**src/rtl/router_pkg.sv**
```systemverilog
// Shared router types (flit/VC-state enums, flit struct) and the mesh XY route_compute function.
`ifndef FLIT_DATA_WIDTH
`define FLIT_DATA_WIDTH 32
`endif

package router_pkg;

   typedef enum logic [1:0] {
      BODY      = 2'd0,
      HEAD      = 2'd1,
      TAIL      = 2'd2,
      HEAD_TAIL = 2'd3
   } flit_type_e;

   typedef enum logic [1:0] {
      IDLE    = 2'd0,
      WAIT_VA = 2'd1,
      ACTIVE  = 2'd2
   } vc_state_e;

   typedef struct packed {
      logic [`FLIT_DATA_WIDTH-1:0] data;
      flit_type_e                  ftype;
   } flit_t;

   localparam int PORT_EAST  = 0;
   localparam int PORT_WEST  = 1;
   localparam int PORT_NORTH = 2;
   localparam int PORT_SOUTH = 3;

   function automatic logic is_head(input flit_type_e t);
      return (t == HEAD) || (t == HEAD_TAIL);
   endfunction

   function automatic logic is_tail(input flit_type_e t);
      return (t == TAIL) || (t == HEAD_TAIL);
   endfunction

   // Dimension-ordered routing: resolve X first, then Y, else eject locally.
   function automatic int route_compute(input int cur_id, input int dst_id,
                                        input int per_row, input int local_port);
      int cur_x, cur_y, dst_x, dst_y, port;
      cur_x = cur_id % per_row;
      cur_y = cur_id / per_row;
      dst_x = dst_id % per_row;
      dst_y = dst_id / per_row;
      if (dst_x > cur_x)      port = PORT_EAST;
      else if (dst_x < cur_x) port = PORT_WEST;
      else if (dst_y > cur_y) port = PORT_SOUTH;
      else if (dst_y < cur_y) port = PORT_NORTH;
      else                    port = local_port;
      return port;
   endfunction

endpackage

```
**src/rtl/vc_fifo.sv**
```systemverilog
// Single-VC flit FIFO, DEPTH a power of two; front flit readable combinationally, write visible next cycle.
module vc_fifo
   import router_pkg::*;
#(
   parameter  int DEPTH    = 4,
   localparam int PTR_BITS = $clog2(DEPTH)
) (
   input  logic              clk,
   input  logic              reset,
   input  logic              push,
   input  logic              pop,
   input  flit_t             din,
   output flit_t             dout,
   output logic              full,
   output logic              empty,
   output logic [PTR_BITS:0] count
);

   flit_t               r_mem [DEPTH];
   logic [PTR_BITS-1:0] r_wr_ptr;
   logic [PTR_BITS-1:0] r_rd_ptr;
   logic [PTR_BITS:0]   r_count;

   always_ff @(posedge clk) begin
      if (push) r_mem[r_wr_ptr] <= din;
   end

   // Pointers wrap naturally because DEPTH is a power of two.
   always_ff @(posedge clk) begin
      if (reset) begin
         r_wr_ptr <= '0;
         r_rd_ptr <= '0;
         r_count  <= '0;
      end else begin
         if (push) r_wr_ptr <= r_wr_ptr + 1'b1;
         if (pop)  r_rd_ptr <= r_rd_ptr + 1'b1;
         r_count <= r_count + (PTR_BITS+1)'(push) - (PTR_BITS+1)'(pop);
      end
   end

   assign dout  = r_mem[r_rd_ptr];
   assign count = r_count;
   assign full  = (r_count == (PTR_BITS+1)'(DEPTH));
   assign empty = (r_count == '0);

endmodule

```
**src/rtl/vc_input_unit.sv**
```systemverilog
// Router input port: per-VC FIFOs + route/VA/SA state machines; one registered flit and one credit per cycle.
// INPUT_UNIT_ERR_CHECK_EN builds the sticky err flag and discard of stray non-head flits; writes to a full VC are never stored.
module vc_input_unit
   import router_pkg::*;
#(
   parameter  int NUM_PORTS      = 5,
   parameter  int NUM_VC         = 4,
   parameter  int VC_DEPTH       = 4,
   parameter  int NUM_ROUTERS    = 16,
   parameter  int ROUTER_PER_ROW = 4,
   parameter  int ROUTER_ID      = 0,
   localparam int VC_BITS        = $clog2(NUM_VC),
   localparam int PTR_BITS       = $clog2(VC_DEPTH),
   localparam int ROUTER_ID_BITS = $clog2(NUM_ROUTERS),
   localparam int DW             = `FLIT_DATA_WIDTH
) (
   input  logic                         clk,
   input  logic                         reset,
   input  logic                         in_valid,
   input  logic [VC_BITS-1:0]           in_vc,
   input  logic [1:0]                   in_type,
   input  logic [DW-1:0]                in_data,
   output logic [NUM_VC-1:0]            va_req,
   output logic [NUM_VC*NUM_PORTS-1:0]  vc_dst_port,
   input  logic [NUM_VC-1:0]            va_grant,
   input  logic [NUM_VC*VC_BITS-1:0]    va_out_vc,
   output logic [NUM_VC-1:0]            sa_req,
   input  logic [NUM_VC-1:0]            sa_grant,
   output logic                         out_valid,
   output logic [DW-1:0]                out_data,
   output logic [1:0]                   out_type,
   output logic [VC_BITS-1:0]           out_vc,
   output logic                         credit_valid,
   output logic [VC_BITS-1:0]           credit_vc,
   output logic                         err
);

   flit_t                             w_wr_flit;
   flit_t                             w_front [NUM_VC];
   logic [PTR_BITS:0]                 w_count [NUM_VC];
   logic [NUM_VC-1:0]                 w_full;
   logic [NUM_VC-1:0]                 w_empty;
   logic [NUM_VC-1:0]                 w_push;
   logic [NUM_VC-1:0]                 w_sa_req;
   logic [NUM_VC-1:0]                 w_sa_pop;
   logic [NUM_VC-1:0]                 w_drop_pop;
   logic [NUM_VC-1:0]                 w_pop;
   logic [VC_BITS-1:0]                w_pop_idx;
   logic [NUM_VC-1:0][NUM_PORTS-1:0]  w_route_oh;
   int                                w_port;

   vc_state_e                         r_state     [NUM_VC];
   vc_state_e                         w_state_nxt [NUM_VC];
   logic [NUM_VC-1:0][NUM_PORTS-1:0]  r_route;
   logic [NUM_VC-1:0][VC_BITS-1:0]    r_ovc;

   logic                              r_out_valid;
   logic [DW-1:0]                     r_out_data;
   logic [1:0]                        r_out_type;
   logic [VC_BITS-1:0]                r_out_vc;
   logic                              r_credit_valid;
   logic [VC_BITS-1:0]                r_credit_vc;

   assign w_wr_flit.data  = in_data;
   assign w_wr_flit.ftype = flit_type_e'(in_type);

   for (genvar v = 0; v < NUM_VC; v++) begin : g_vc
      assign w_push[v] = in_valid && (in_vc == VC_BITS'(v)) && !w_full[v];

      vc_fifo #(.DEPTH(VC_DEPTH)) u_fifo (
         .clk   (clk),
         .reset (reset),
         .push  (w_push[v]),
         .pop   (w_pop[v]),
         .din   (w_wr_flit),
         .dout  (w_front[v]),
         .full  (w_full[v]),
         .empty (w_empty[v]),
         .count (w_count[v])
      );
   end

   // Destination router id rides in the MSBs of the head flit.
   always_comb begin
      w_port     = 0;
      w_route_oh = '0;
      for (int v = 0; v < NUM_VC; v++) begin
         w_port = route_compute(ROUTER_ID, int'(w_front[v].data[DW-1 -: ROUTER_ID_BITS]),
                                ROUTER_PER_ROW, NUM_PORTS-1);
         for (int p = 0; p < NUM_PORTS; p++) begin
            w_route_oh[v][p] = (w_port == p);
         end
      end
   end

   always_comb begin
      va_req   = '0;
      w_sa_req = '0;
      for (int v = 0; v < NUM_VC; v++) begin
         va_req[v]   = (r_state[v] == WAIT_VA);
         w_sa_req[v] = (r_state[v] == ACTIVE) && (w_count[v] != '0);
      end
   end

   assign sa_req = w_sa_req;

   always_comb begin
      w_sa_pop   = sa_grant & w_sa_req;
      w_drop_pop = '0;
`ifdef INPUT_UNIT_ERR_CHECK_EN
      // Stray flits are discarded only on cycles with no switch pop, lowest VC first.
      if (w_sa_pop == '0) begin
         for (int v = NUM_VC-1; v >= 0; v--) begin
            if ((r_state[v] == IDLE) && !w_empty[v] && !is_head(w_front[v].ftype)) begin
               w_drop_pop    = '0;
               w_drop_pop[v] = 1'b1;
            end
         end
      end
`endif
      w_pop     = w_sa_pop | w_drop_pop;
      w_pop_idx = '0;
      for (int v = 0; v < NUM_VC; v++) begin
         if (w_pop[v]) w_pop_idx = VC_BITS'(v);
      end
   end

   always_comb begin
      for (int v = 0; v < NUM_VC; v++) begin
         w_state_nxt[v] = r_state[v];
         case (r_state[v])
            IDLE:    if (!w_empty[v] && is_head(w_front[v].ftype)) w_state_nxt[v] = WAIT_VA;
            WAIT_VA: if (va_grant[v]) w_state_nxt[v] = ACTIVE;
            ACTIVE:  if (w_sa_pop[v] && is_tail(w_front[v].ftype)) w_state_nxt[v] = IDLE;
            default: w_state_nxt[v] = IDLE;
         endcase
      end
   end

   always_ff @(posedge clk) begin
      for (int v = 0; v < NUM_VC; v++) begin
         if (reset) r_state[v] <= IDLE;
         else       r_state[v] <= w_state_nxt[v];
      end
   end

   always_ff @(posedge clk) begin
      if (reset) begin
         r_route <= '0;
         r_ovc   <= '0;
      end else begin
         for (int v = 0; v < NUM_VC; v++) begin
            if ((r_state[v] == IDLE) && (w_state_nxt[v] == WAIT_VA))
               r_route[v] <= w_route_oh[v];
            else if ((r_state[v] == ACTIVE) && (w_state_nxt[v] == IDLE))
               r_route[v] <= '0;
            if ((r_state[v] == WAIT_VA) && va_grant[v])
               r_ovc[v] <= va_out_vc[v*VC_BITS +: VC_BITS];
         end
      end
   end

   always_ff @(posedge clk) begin
      if (reset) begin
         r_out_valid    <= 1'b0;
         r_out_data     <= '0;
         r_out_type     <= '0;
         r_out_vc       <= '0;
         r_credit_valid <= 1'b0;
         r_credit_vc    <= '0;
      end else begin
         r_out_valid    <= |w_sa_pop;
         r_credit_valid <= |w_pop;
         r_credit_vc    <= w_pop_idx;
         if (|w_sa_pop) begin
            r_out_data <= w_front[w_pop_idx].data;
            r_out_type <= w_front[w_pop_idx].ftype;
            r_out_vc   <= r_ovc[w_pop_idx];
         end
      end
   end

`ifdef INPUT_UNIT_ERR_CHECK_EN
   logic r_err;

   always_ff @(posedge clk) begin
      if (reset) r_err <= 1'b0;
      else       r_err <= r_err | (in_valid && w_full[in_vc]) | (|w_drop_pop);
   end

   assign err = r_err;
`else
   assign err = 1'b0;
`endif

   assign vc_dst_port  = r_route;
   assign out_valid    = r_out_valid;
   assign out_data     = r_out_data;
   assign out_type     = r_out_type;
   assign out_vc       = r_out_vc;
   assign credit_valid = r_credit_valid;
   assign credit_vc    = r_credit_vc;

endmodule

```
**config.mk**
```make
export PLATFORM = sky130hd
export DESIGN_NAME = vc_input_unit
export DESIGN_NICKNAME = d
export VERILOG_FILES = /design/src/rtl/router_pkg.sv /design/src/rtl/vc_fifo.sv /design/src/rtl/vc_input_unit.sv
export SDC_FILE = /design/constraint.sdc
export NUM_CORES = 1
export LEC_CHECK = 0
export ABC_CLOCK_PERIOD_IN_PS = 3100
export CAP_MARGIN = 20
export CORE_MARGIN = 4
export CORE_UTILIZATION = 60
export CTS_CLUSTER_DIAMETER = 60
export CTS_CLUSTER_SIZE = 12
export DETAILED_ROUTE_END_ITERATION = 16
export GPL_ROUTABILITY_DRIVEN = 0
export PLACE_DENSITY = 0.76
export SLEW_MARGIN = 20
export SYNTH_ARGS = -nofsm -noshare
export SYNTH_HDL_FRONTEND = slang
export SYNTH_SLANG_ARGS = --single-unit
```
**constraint.sdc**
```tcl
create_clock -name clk -period 3.1 [get_ports clk]
set_input_delay 0.62 -clock clk [delete_from_list [all_inputs] [get_ports clk]]
set_output_delay 0.62 -clock clk [all_outputs]
set_load 0.02 [all_outputs]
```
* Word level (Yosys, flattened, before mapping) *
Memory sizes are Yosys's and may differ from the RTL's. A register that Yosys moved wholly into a read port is not among the register bits.
Cells that the tools add are included.
W data, S select, Z words.

operators by class
  mux-type cells = 71
  bitwise operators = 6
  $add $sub $neg = 16
  multiply operators = 0
  equal/unequal tests = 47
  divide/modulo/power cells = 0
  $lt $le $gt $ge = 18
  shift-type cells = 0
  reductions and logical operators = 74

operators with widths
  cell                   count
  $eq A32 B3 Y1 const B  8
  $eq A32 B2 Y1 const B  4
  $eq A32 B4 Y1 const B  4
  $logic_not A32 Y1      4
  $bmux W34 S2           1
  $mux W34               2
  $mux W2                27
  $mux W3                15
  $mux W5                8
  $logic_and A1 B1 Y1    32
  $mux W32               1
  $eq A2 B2 Y1 const B   14
  $eq A2 B1 Y1 const B   13
  $pmux W2 S3            4
  $logic_not A2 Y1       9
  $add A2 B1 Y2 const B  8
  $gt A2 B1 Y1 const B   8
  $lt A2 B1 Y1 const B   8
  $add A3 B1 Y3          4
  $eq A3 B3 Y1 const B   4
  $logic_not A3 Y1       4
  $mux W1                12
  $reduce_bool A3 Y1     4
  $sub A3 B1 Y3          4
  10 further kinds       30

word-level totals
  bits in latches = 0
  input port bits = 55
  flip-flop bits (word level) = 95
  bits in read-only memories = 0
  bits in writable memories = 552
  memories kept = 5

memories
  memory                words  width  read ports  clocked after Yosys merged registers in  write ports  line                 source
  g_vc[0].u_fifo.r_mem  4      34     1           1                                        1            vc_fifo.sv:19        flit_t r_mem [DEPTH];
  g_vc[1].u_fifo.r_mem  4      34     1           1                                        1            vc_fifo.sv:19
  g_vc[2].u_fifo.r_mem  4      34     1           1                                        1            vc_fifo.sv:19
  g_vc[3].u_fifo.r_mem  4      34     1           1                                        1            vc_fifo.sv:19
  r_state               4      2      4           0                                        4            vc_input_unit.sv:52  vc_state_e r_state [NUM_VC];

* Depth between registers and ports, before layout *
Gate-level depths: netlist of run 1.
An unclocked memory read counts as a cell.

  depth in word-level cells = 11
  gate-level depth with buffers = 12
  mapped depth without buffers = 10

* Modules after synthesis *
Synthesis of run 1 repeated with hierarchy kept, for this count alone.

unflattened totals
  cells, all modules = 1,321
  area, all modules = 25,426.9 um^2

modules (own cells, without submodules)
  module                         cells an instance  area each (um^2)  instances
  vc_fifo at g_vc[0].u_fifo ...  220                5,393.9           3
  vc_fifo at g_vc[3].u_fifo      220                5,391.4           1
  vc_input_unit                  441                3,853.7           1

* Least setup slack after synthesis of run 1 *
Ideal clock, no wire load.

  path type = input port to flip-flop
  from = in in_valid
  to = reg g_vc[0].u_fifo.r_count[2]
  buffers on the path = 0
  required time = 2,972 ps
  stages on the path = 10
  arrival time = 2,550 ps
  setup time = 128 ps
  setup slack = 422 ps
  cells stage by stage = inv_1 > a2111oi_2 > inv_1 > ha_1 > inv_1 > ha_1 > fa_1 > xnor2_1 > xnor2_1 > nor2_1

between the ends
  word-level cells in the longest chain between the ends = 4

ends and longest elaborated chain
  what                              line                 source
  from (decl)                       vc_input_unit.sv:19  input logic in_valid,
  $logic_and A1 B1 Y1 (2 in a row)  vc_input_unit.sv:68  assign w_push[v] = in_valid && (in_vc == VC_BITS'(v)) && !w_full[v];
  $add A3 B1 Y3                     vc_fifo.sv:37        r_count <= r_count + (PTR_BITS+1)'(push) - (PTR_BITS+1)'(pop);
  $sub A3 B1 Y3                     vc_fifo.sv:37
  to (signal assigned)              vc_fifo.sv:37
  to (decl)                         vc_fifo.sv:22        logic [PTR_BITS:0] r_count;

Every way passes these cells.
A chain may end at the register's enable or synchronous reset.

* Worst setup path after layout of run 1 *
  from = reg g_vc[1].u_fifo.r_count[1]
  to = out sa_req[1]

between the ends
  word-level cells in the longest chain between the ends = 2

ends and longest elaborated chain
  what                    line                  source
  from (decl)             vc_fifo.sv:22
  from (signal assigned)  vc_fifo.sv:37
  $reduce_bool A3 Y1      vc_input_unit.sv:101  w_sa_req[v] = (r_state[v] == ACTIVE) && (w_count[v] != '0);
  $logic_and A1 B1 Y1     vc_input_unit.sv:101
  to (decl)               vc_input_unit.sv:27   output logic [NUM_VC-1:0] sa_req,

Every way passes these cells.

==> metrics.txt, run 1 <==
status complete, no violations; post-synthesis simple-gate area fraction 0.0494; Ys Warns 0; Distinct cells, synth just over 50; antenna violations before repair 2; I/O pin total 124; synth-to-layout area growth 15.9%; Peak VDD IR ~450 uV; Die H 212 microns; Initial Utilization 0.609; Worst slew margin 0.253; CTS Hold Bufs 0; Synth Area in Compound Gates 0.0331; number of H-tree levels 2; final slew viol count 0; Setup-failing EPs final 0; fin nets 1583; n_diodes 0; post-route cell area 28900 sq um; Synth async-reset ratio 0; Period Utilization, post-route 0.920; vias in the first global route 13509; Setup Skew 17.2 ps; CTS Buf Count 60; drt drc 0; synthesized area approximately 25000 sq um; Clock Sinks 647; Core Area 40900 sq um; hold_ws around 460 ps; Final Hold Viols 0; die width between 200 and 250 microns; Max Root-Sink Buffers 3; Post-Syn Area per Cell 18.7 sq um; Clk Tree Root Cell clkbuf_16; vias per cell roughly 6.4; Seq. cell area 18400 sq um; Crit. End Element output port; Crit Path Max Fanout 5; CP required 2480 ps; Post-synth EDFFs roughly 540; most used flip-flop cell after synthesis edfxtp_1; Gate Count Post-Synth about 1300; initial DRC count 1434; sequential area share after synthesis 0.738; crit path DAT 2230 ps; Post-Synth XOR/XNOR Area 0.00703; share of layout cells above drive strength 1 0.209; Leak roughly 9.2 nW; largest family of logic cells by synthesized area multiplexers; Post-Place Cell Area 27100 sq um; Synth Area in Adders 0.0153; Rows between 70 and 80; filler instances about 2500; Multi-input gate area 6060 sq um; Slew @ Worst Pin 1120 ps; Post-CTS Resized 0; Seq cells post-synth ~650; Min Clock Period, post-route ~2900 ps; Power per Cell Area 590 nW/um^2; unrepaired setup endpoints after global routing false; mux share of post-synthesis cell area 0.136; fmax about 350 MHz; Worst-path clk slew 60 ps; DPL Wire Length about 32000 microns; Worst Hold Class reg2reg; final antenna-violating net count 0; Avg WL per Cell between 20 and 30 microns; first-pass GRT wire length 87800 microns; Vias 13284; Routed WL 59400 microns; largest net degree at the start of global routing 60; TritonCTS clock tree yes; Setup Buffers After CTS 0; gr usage total 0.269; CP Launch Type flip-flop; gr ovfl total 0; IO Port Bufs 114; Initial DRT Pass Iterations 5; total die area 44900 sq um; Setup TNS Final 0 ps; clk_lat worst skew slightly above 600 ps; crit path kind reg2out; FF-to-FF setup slack 530 ps; # Max-Cap Violations 0
registers in the layout, indices dropped and copies added, names as in the netlist, 8 cells and up, named ones only:
name and flops:
g_vc.u_fifo.r_wr_ptr 8, out_data 32, g_vc.u_fifo.r_rd_ptr 8, g_vc.u_fifo.count 12, vc_dst_port 12, r_state 8, r_ovc 8, g_vc.u_fifo.r_mem 544
cell families (layout without fill, tap and decap cells):
logic type                 Yosys count  after routing
DFF                                647            647
and+or+nand+nor                    251            251
muxes                              166            166
AOI/OAI and AO/OA                  113            113
buffers and inverters              108            313
adders and majority gates           28             28
xor gates and xnor gates            20             20
other                                1              9
synthesized netlist by cell type (2+ instances only):
library cell  instances  area share
a221oi_1             28      0.0098
buf_4                16      0.0048
inv_2                 2     0.00030
nor2b_1              13      0.0033
mux2_2               26       0.012
a21oi_1              25      0.0050
mux4_2              136        0.12
and2_1               16      0.0040
dfxtp_1             103       0.083
nand2_1              62      0.0093
xnor2_1              16      0.0056
nand3_1              15      0.0030
a311oi_1              3      0.0011
nand3b_1             11      0.0033
xor2_1                4      0.0014
o22ai_1               4      0.0010
or3_1                 3     0.00075
a22oi_1               4      0.0012
clkbuf_1             29      0.0044
mux2i_1               4      0.0016
nor4b_1               3      0.0011
o311a_1               2     0.00080
a211oi_1             33      0.0099
edfxtp_1            544        0.66
ha_1                 24       0.012
and3_1                7      0.0018
o21ai_0               5      0.0010
nor3_2                3      0.0012
o41ai_1               3      0.0011
nor3b_1               5      0.0015
nor2_1               89       0.013
a32oi_1               3      0.0011
inv_1                31      0.0047
nor3_1               12      0.0024
and3b_1               3      0.0011
fa_1                  4      0.0032
buf_2                29      0.0058
path summary, 6_finish.rpt:
kind                            depth (start not counted)              end                     from
worst min-delay path                                    2         r_ovc[2]                 r_ovc[2]
worst max-delay path                                    4        sa_req[1]  g_vc[1].u_fifo.count[1]
worst max register to register                          5  vc_dst_port[14]                flip-flop
worst min register to register                          2         r_ovc[2]                 r_ovc[2]
stage by stage:
stage | utilization | instances | power (mW) | setup slack [ps]
2_1_floorplan | - | 1342 | 10.1 | 422
3_3_place_gp | 0.662 | 1970 | 10.4 | 77.0
3_5_place_dp | 0.662 | 1970 | 10.4 | 35.9
4_1_cts | 0.705 | 2079 | 17.1 | 234
5_1_grt | 0.705 | 2079 | 17.6 | 184
6_report | 0.705 | 2079 | 17.0 | 247
cell type report:
cell class	instances	share of cell area
Multi-Input combinational cell	587	0.210
Sequential cell	647	0.638
Timing Repair Buffer	171	0.0634
Tap cell	532	0.0231
Clock buffer	106	0.0598
Clock inverter	3	0.00191
Inverter	33	0.00429
placed cells by master, fill, tap and decap left out, types with 28 or more instances in the layout:
cell type | Yosys | routed
edfxtp_1 | 544 | 544
inv_1 | 31 | 31
clkbuf_1 | 29 | 43
dfxtp_1 | 103 | 95
mux4_2 | 136 | 136
buf_4 | 16 | 37
a211oi_1 | 33 | 33
clkdlybuf4s50_1 | 0 | 113
nand2_1 | 62 | 62
a221oi_1 | 28 | 28
nor2_1 | 89 | 88
clkbuf_16 | 0 | 62
worst max-delay path, cell delays in order (launching register included):
cell	delay, ps
dfxtp_1	420
nor3_1	80
buf_4	160
nor3b_1	300
clkdlybuf4s50_1	670
power by group:
part,internal [mW],leakage (nW),switching [mW]
registers,9.54,5.75,0.0534
logic,0.242,2.63,0.368
clock network,3.82,0.847,3.00
total,13.6,9.23,3.42
per-layer routing:
metal  wire length (microns)  vias to the layer above  global-route usage
met5                      32                        -                   0
met4                    1530                        4              0.0777
met3                    5910                      117              0.0560
met2                   28900                      760               0.431
met1                   23000                     6804               0.385
li1                        -                     5599                   -
(Power assumes the default switching activity.)
==> inputs of run 2 (changes only) <==
--- a/config.mk
+++ b/config.mk
@@ -7,13 +7,13 @@
 export LEC_CHECK = 0
 export ABC_CLOCK_PERIOD_IN_PS = 3100
 export CAP_MARGIN = 20
-export CORE_MARGIN = 4
 export CORE_UTILIZATION = 60
 export CTS_CLUSTER_DIAMETER = 60
 export CTS_CLUSTER_SIZE = 12
 export DETAILED_ROUTE_END_ITERATION = 16
 export GPL_ROUTABILITY_DRIVEN = 0
 export PLACE_DENSITY = 0.76
+export SETUP_SLACK_MARGIN = 0.2
 export SLEW_MARGIN = 20
 export SYNTH_ARGS = -nofsm -noshare
 export SYNTH_HDL_FRONTEND = slang
==> metrics.txt, run 2 (same netlist as run 1, synthesis figures left out) <==
status complete, no violations (unchanged); unrepaired setup endpoints after global routing false (unchanged); Initial DRT Pass Iterations 5 (unchanged); Largest register FFs 544 (unchanged); reg2reg end vc_dst_port[14] (unchanged); DPL Wire Length 33200 microns (was 32500 microns); antenna violations before repair 1 (was 2); sw frac 0.202 (was 0.201); share of layout cells above drive strength 1 0.212 (was 0.209); crit path kind reg2out (unchanged); Routed WL 56700 microns (was 59400 microns); Peak VDD IR 506 uV (was 452 uV); placed cells 1980 (was 1970); gr ovfl total 0 (unchanged); hold depth 2 (unchanged); Crit Path Max Fanout 7 (was 5); Rows 74 (unchanged); CP max stage cell clkdlybuf4s50_1 (unchanged); FF-to-FF setup slack 450 ps (was 530 ps); vias per cell 6.33 (was 6.39); commonest non-fill, non-tap cell in the layout edfxtp_1 (unchanged); Slew @ Worst Pin 1060 ps (was 1120 ps); Clock Sinks 647 (unchanged); die width 206 microns (was 212 microns); initial DRC count 1461 (was 1434); final slew viol count 0 (unchanged); fin nets 1592 (was 1583); CTS Buf Count 59 (was 60); P_int 13.4 mW (was 13.6 mW); largest net degree at the start of global routing 68 (was 60); hold_ws 454 ps (was 461 ps); Cell Count, Final, Fillers Out 2087 (was 2079); fin worst setup slack 324 ps (was 247 ps); Power per Cell Area 582 nW/um^2 (was 590 nW/um^2); hold endpoint vc_dst_port[3] (was r_ovc[2]); synth-to-layout area growth 15.7% (was 15.9%); Seq. cell area 18400 sq um (unchanged); CP Cell Sequence nor3_4 -> nor3b_1 -> clkdlybuf4s50_1 (was nor3_1 -> buf_4 -> nor3b_1 -> clkdlybuf4s50_1); most frequent cells in the layout 544 x edfxtp_1, 136 x mux4_2, 112 x clkdlybuf4s50_1, 95 x dfxtp_1, 88 x nor2_1 (was 544 x edfxtp_1, 136 x mux4_2, 113 x clkdlybuf4s50_1, 95 x dfxtp_1, 88 x nor2_1); Max Root-Sink Buffers 3 (unchanged); Worst-path clk slew 60 ps (about the same); final antenna-violating net count 0 (unchanged); fmax 360 MHz (was 351 MHz); Crit. End Element output port (unchanged); Worst R2R Path Depth 5 (unchanged); gr usage total 0.279 (was 0.269); Die H 206 microns (was 212 microns); Final Hold Viols 0 (unchanged); TritonCTS clock tree yes (unchanged); Reg power frac 0.572 (was 0.564); vias in the first global route 13242 (was 13509); CP Launch Type flip-flop (unchanged); Setup Skew 30.8 ps (was 17.2 ps); Worst Hold Class reg2reg (unchanged); Period Utilization, post-route 0.896 (was 0.920); Sw Pwr 3.38 mW (was 3.42 mW); Min Clock Period, post-route 2780 ps (was 2850 ps); Vias 13221 (was 13284); total die area 42300 sq um (was 44900 sq um); Place WS 14.1 ps (was 35.9 ps); CP required 2480 ps (about the same); number of H-tree levels 2 (unchanged); drt drc 0 (unchanged); Multi-input gate area 6070 sq um (was 6060 sq um); Avg WL per Cell 27.1 microns (was 28.5 microns); first-pass GRT wire length 83600 microns (was 87800 microns); Clk Tree Root Cell clkbuf_16 (unchanged); Comb pwr share 0.036 (about the same); Largest Register g_vc.u_fifo.r_mem (unchanged); Initial Utilization 0.609 (unchanged); clock power share 0.392 (was 0.400); filler instances 2512 (was 2510); # Max-Cap Violations 0 (unchanged); slowest cell delay on critical path 660 ps (was 670 ps); Leak 9.25 nW (was 9.23 nW); CP delay by family, top buffers and inverters (unchanged); Core Area 40900 sq um (unchanged); Setup-failing EPs final 0 (unchanged); I/O pin total 124 (unchanged); clk_lat worst skew 620 ps (about the same); sum of buffers and inverters on the critical path 1 (was 2); crit path DAT 2160 ps (was 2230 ps); Setup TNS Final 0 ps (unchanged); Worst slew margin 0.289 (was 0.253); IO Port Bufs 114 (unchanged); HP Start vc_dst_port[3] (was r_ovc[2])
[run 2: cell count changes in the layout (fill, tap and decap cells not counted), sizes merged]
cell	before	now
dlymetal6s2s	0	1
clkdlybuf4s50	113	112
buf	58	68
clkbuf	106	104
diode	0	1
bufinv	1	0
clkinv	2	1
inv	33	34
[run 2: worst max-delay path by stage]
stage	start	slack, ps	to	cells after the start
6_report	g_vc[0].u_fifo.count[1]	320	sa_req[0]	3
5_1_grt	g_vc[0].u_fifo.count[1]	250	sa_req[0]	3
4_1_cts	g_vc[1].u_fifo.count[2]	230	sa_req[1]	4
3_5_place_dp	in_valid	10	g_vc[2].u_fifo.count[2]	12
3_3_place_gp	in_valid	70	g_vc[2].u_fifo.count[2]	12
2_1_floorplan	in_valid	420	g_vc[0].u_fifo.count[2]	10
[run 2: cell type report]
cell class | count | area share
well taps | 532 | 0.0231
inverters | 33 | 0.00430
clock buffers | 104 | 0.0578
multi-input cells | 587 | 0.211
diodes | 1 | 0.0000868
flip-flops and latches | 647 | 0.638
clock inverters | 2 | 0.000868
repair buffers | 181 | 0.0648
[run 2: repair_timing]
action,CTS,global route
buffers inserted,0,0
endpoints found under the setup margin,0,2
resized for setup,0,2
hold buffers,0,0
[run 2: metrics by stage]
stage | power (mW) | util | instance area [sq um]
floorplan | 10.1 | - | 24900
CTS | 16.9 | 0.704 | 28800
detailed placement | 10.4 | 0.663 | 27100
finish | 16.8 | 0.705 | 28800
global placement | 10.4 | 0.663 | 27100
global route | 17.2 | 0.705 | 28800
[run 2: worst register-to-register path: stages (launching register included)]
cell	delay [ps]
dfxtp_2	850
mux4_2	450
nor4b_1	770
nor2_1	200
a32oi_1	200
nor2_1	60
[run 2: per-layer routing]
layer  vias up  share of wire  track usage
li1       5620              -            -
met1      6790           0.38        0.372
met4         0          0.029       0.0903
met2       697           0.49        0.462
met3       114          0.095       0.0602
met5         -              0            0
[run 2: power by group through the flow]
stage / Combinational, mW / Clock [mW] / Sequential (mW)
final: 0.607 / 6.57 / 9.60
after global placement: 0.586 / 0 / 9.77
after global routing: 0.653 / 6.99 / 9.60
after CTS: 0.607 / 6.66 / 9.60
after detailed placement: 0.603 / 0 / 9.78
after floorplan: 0.279 / 0 / 9.78
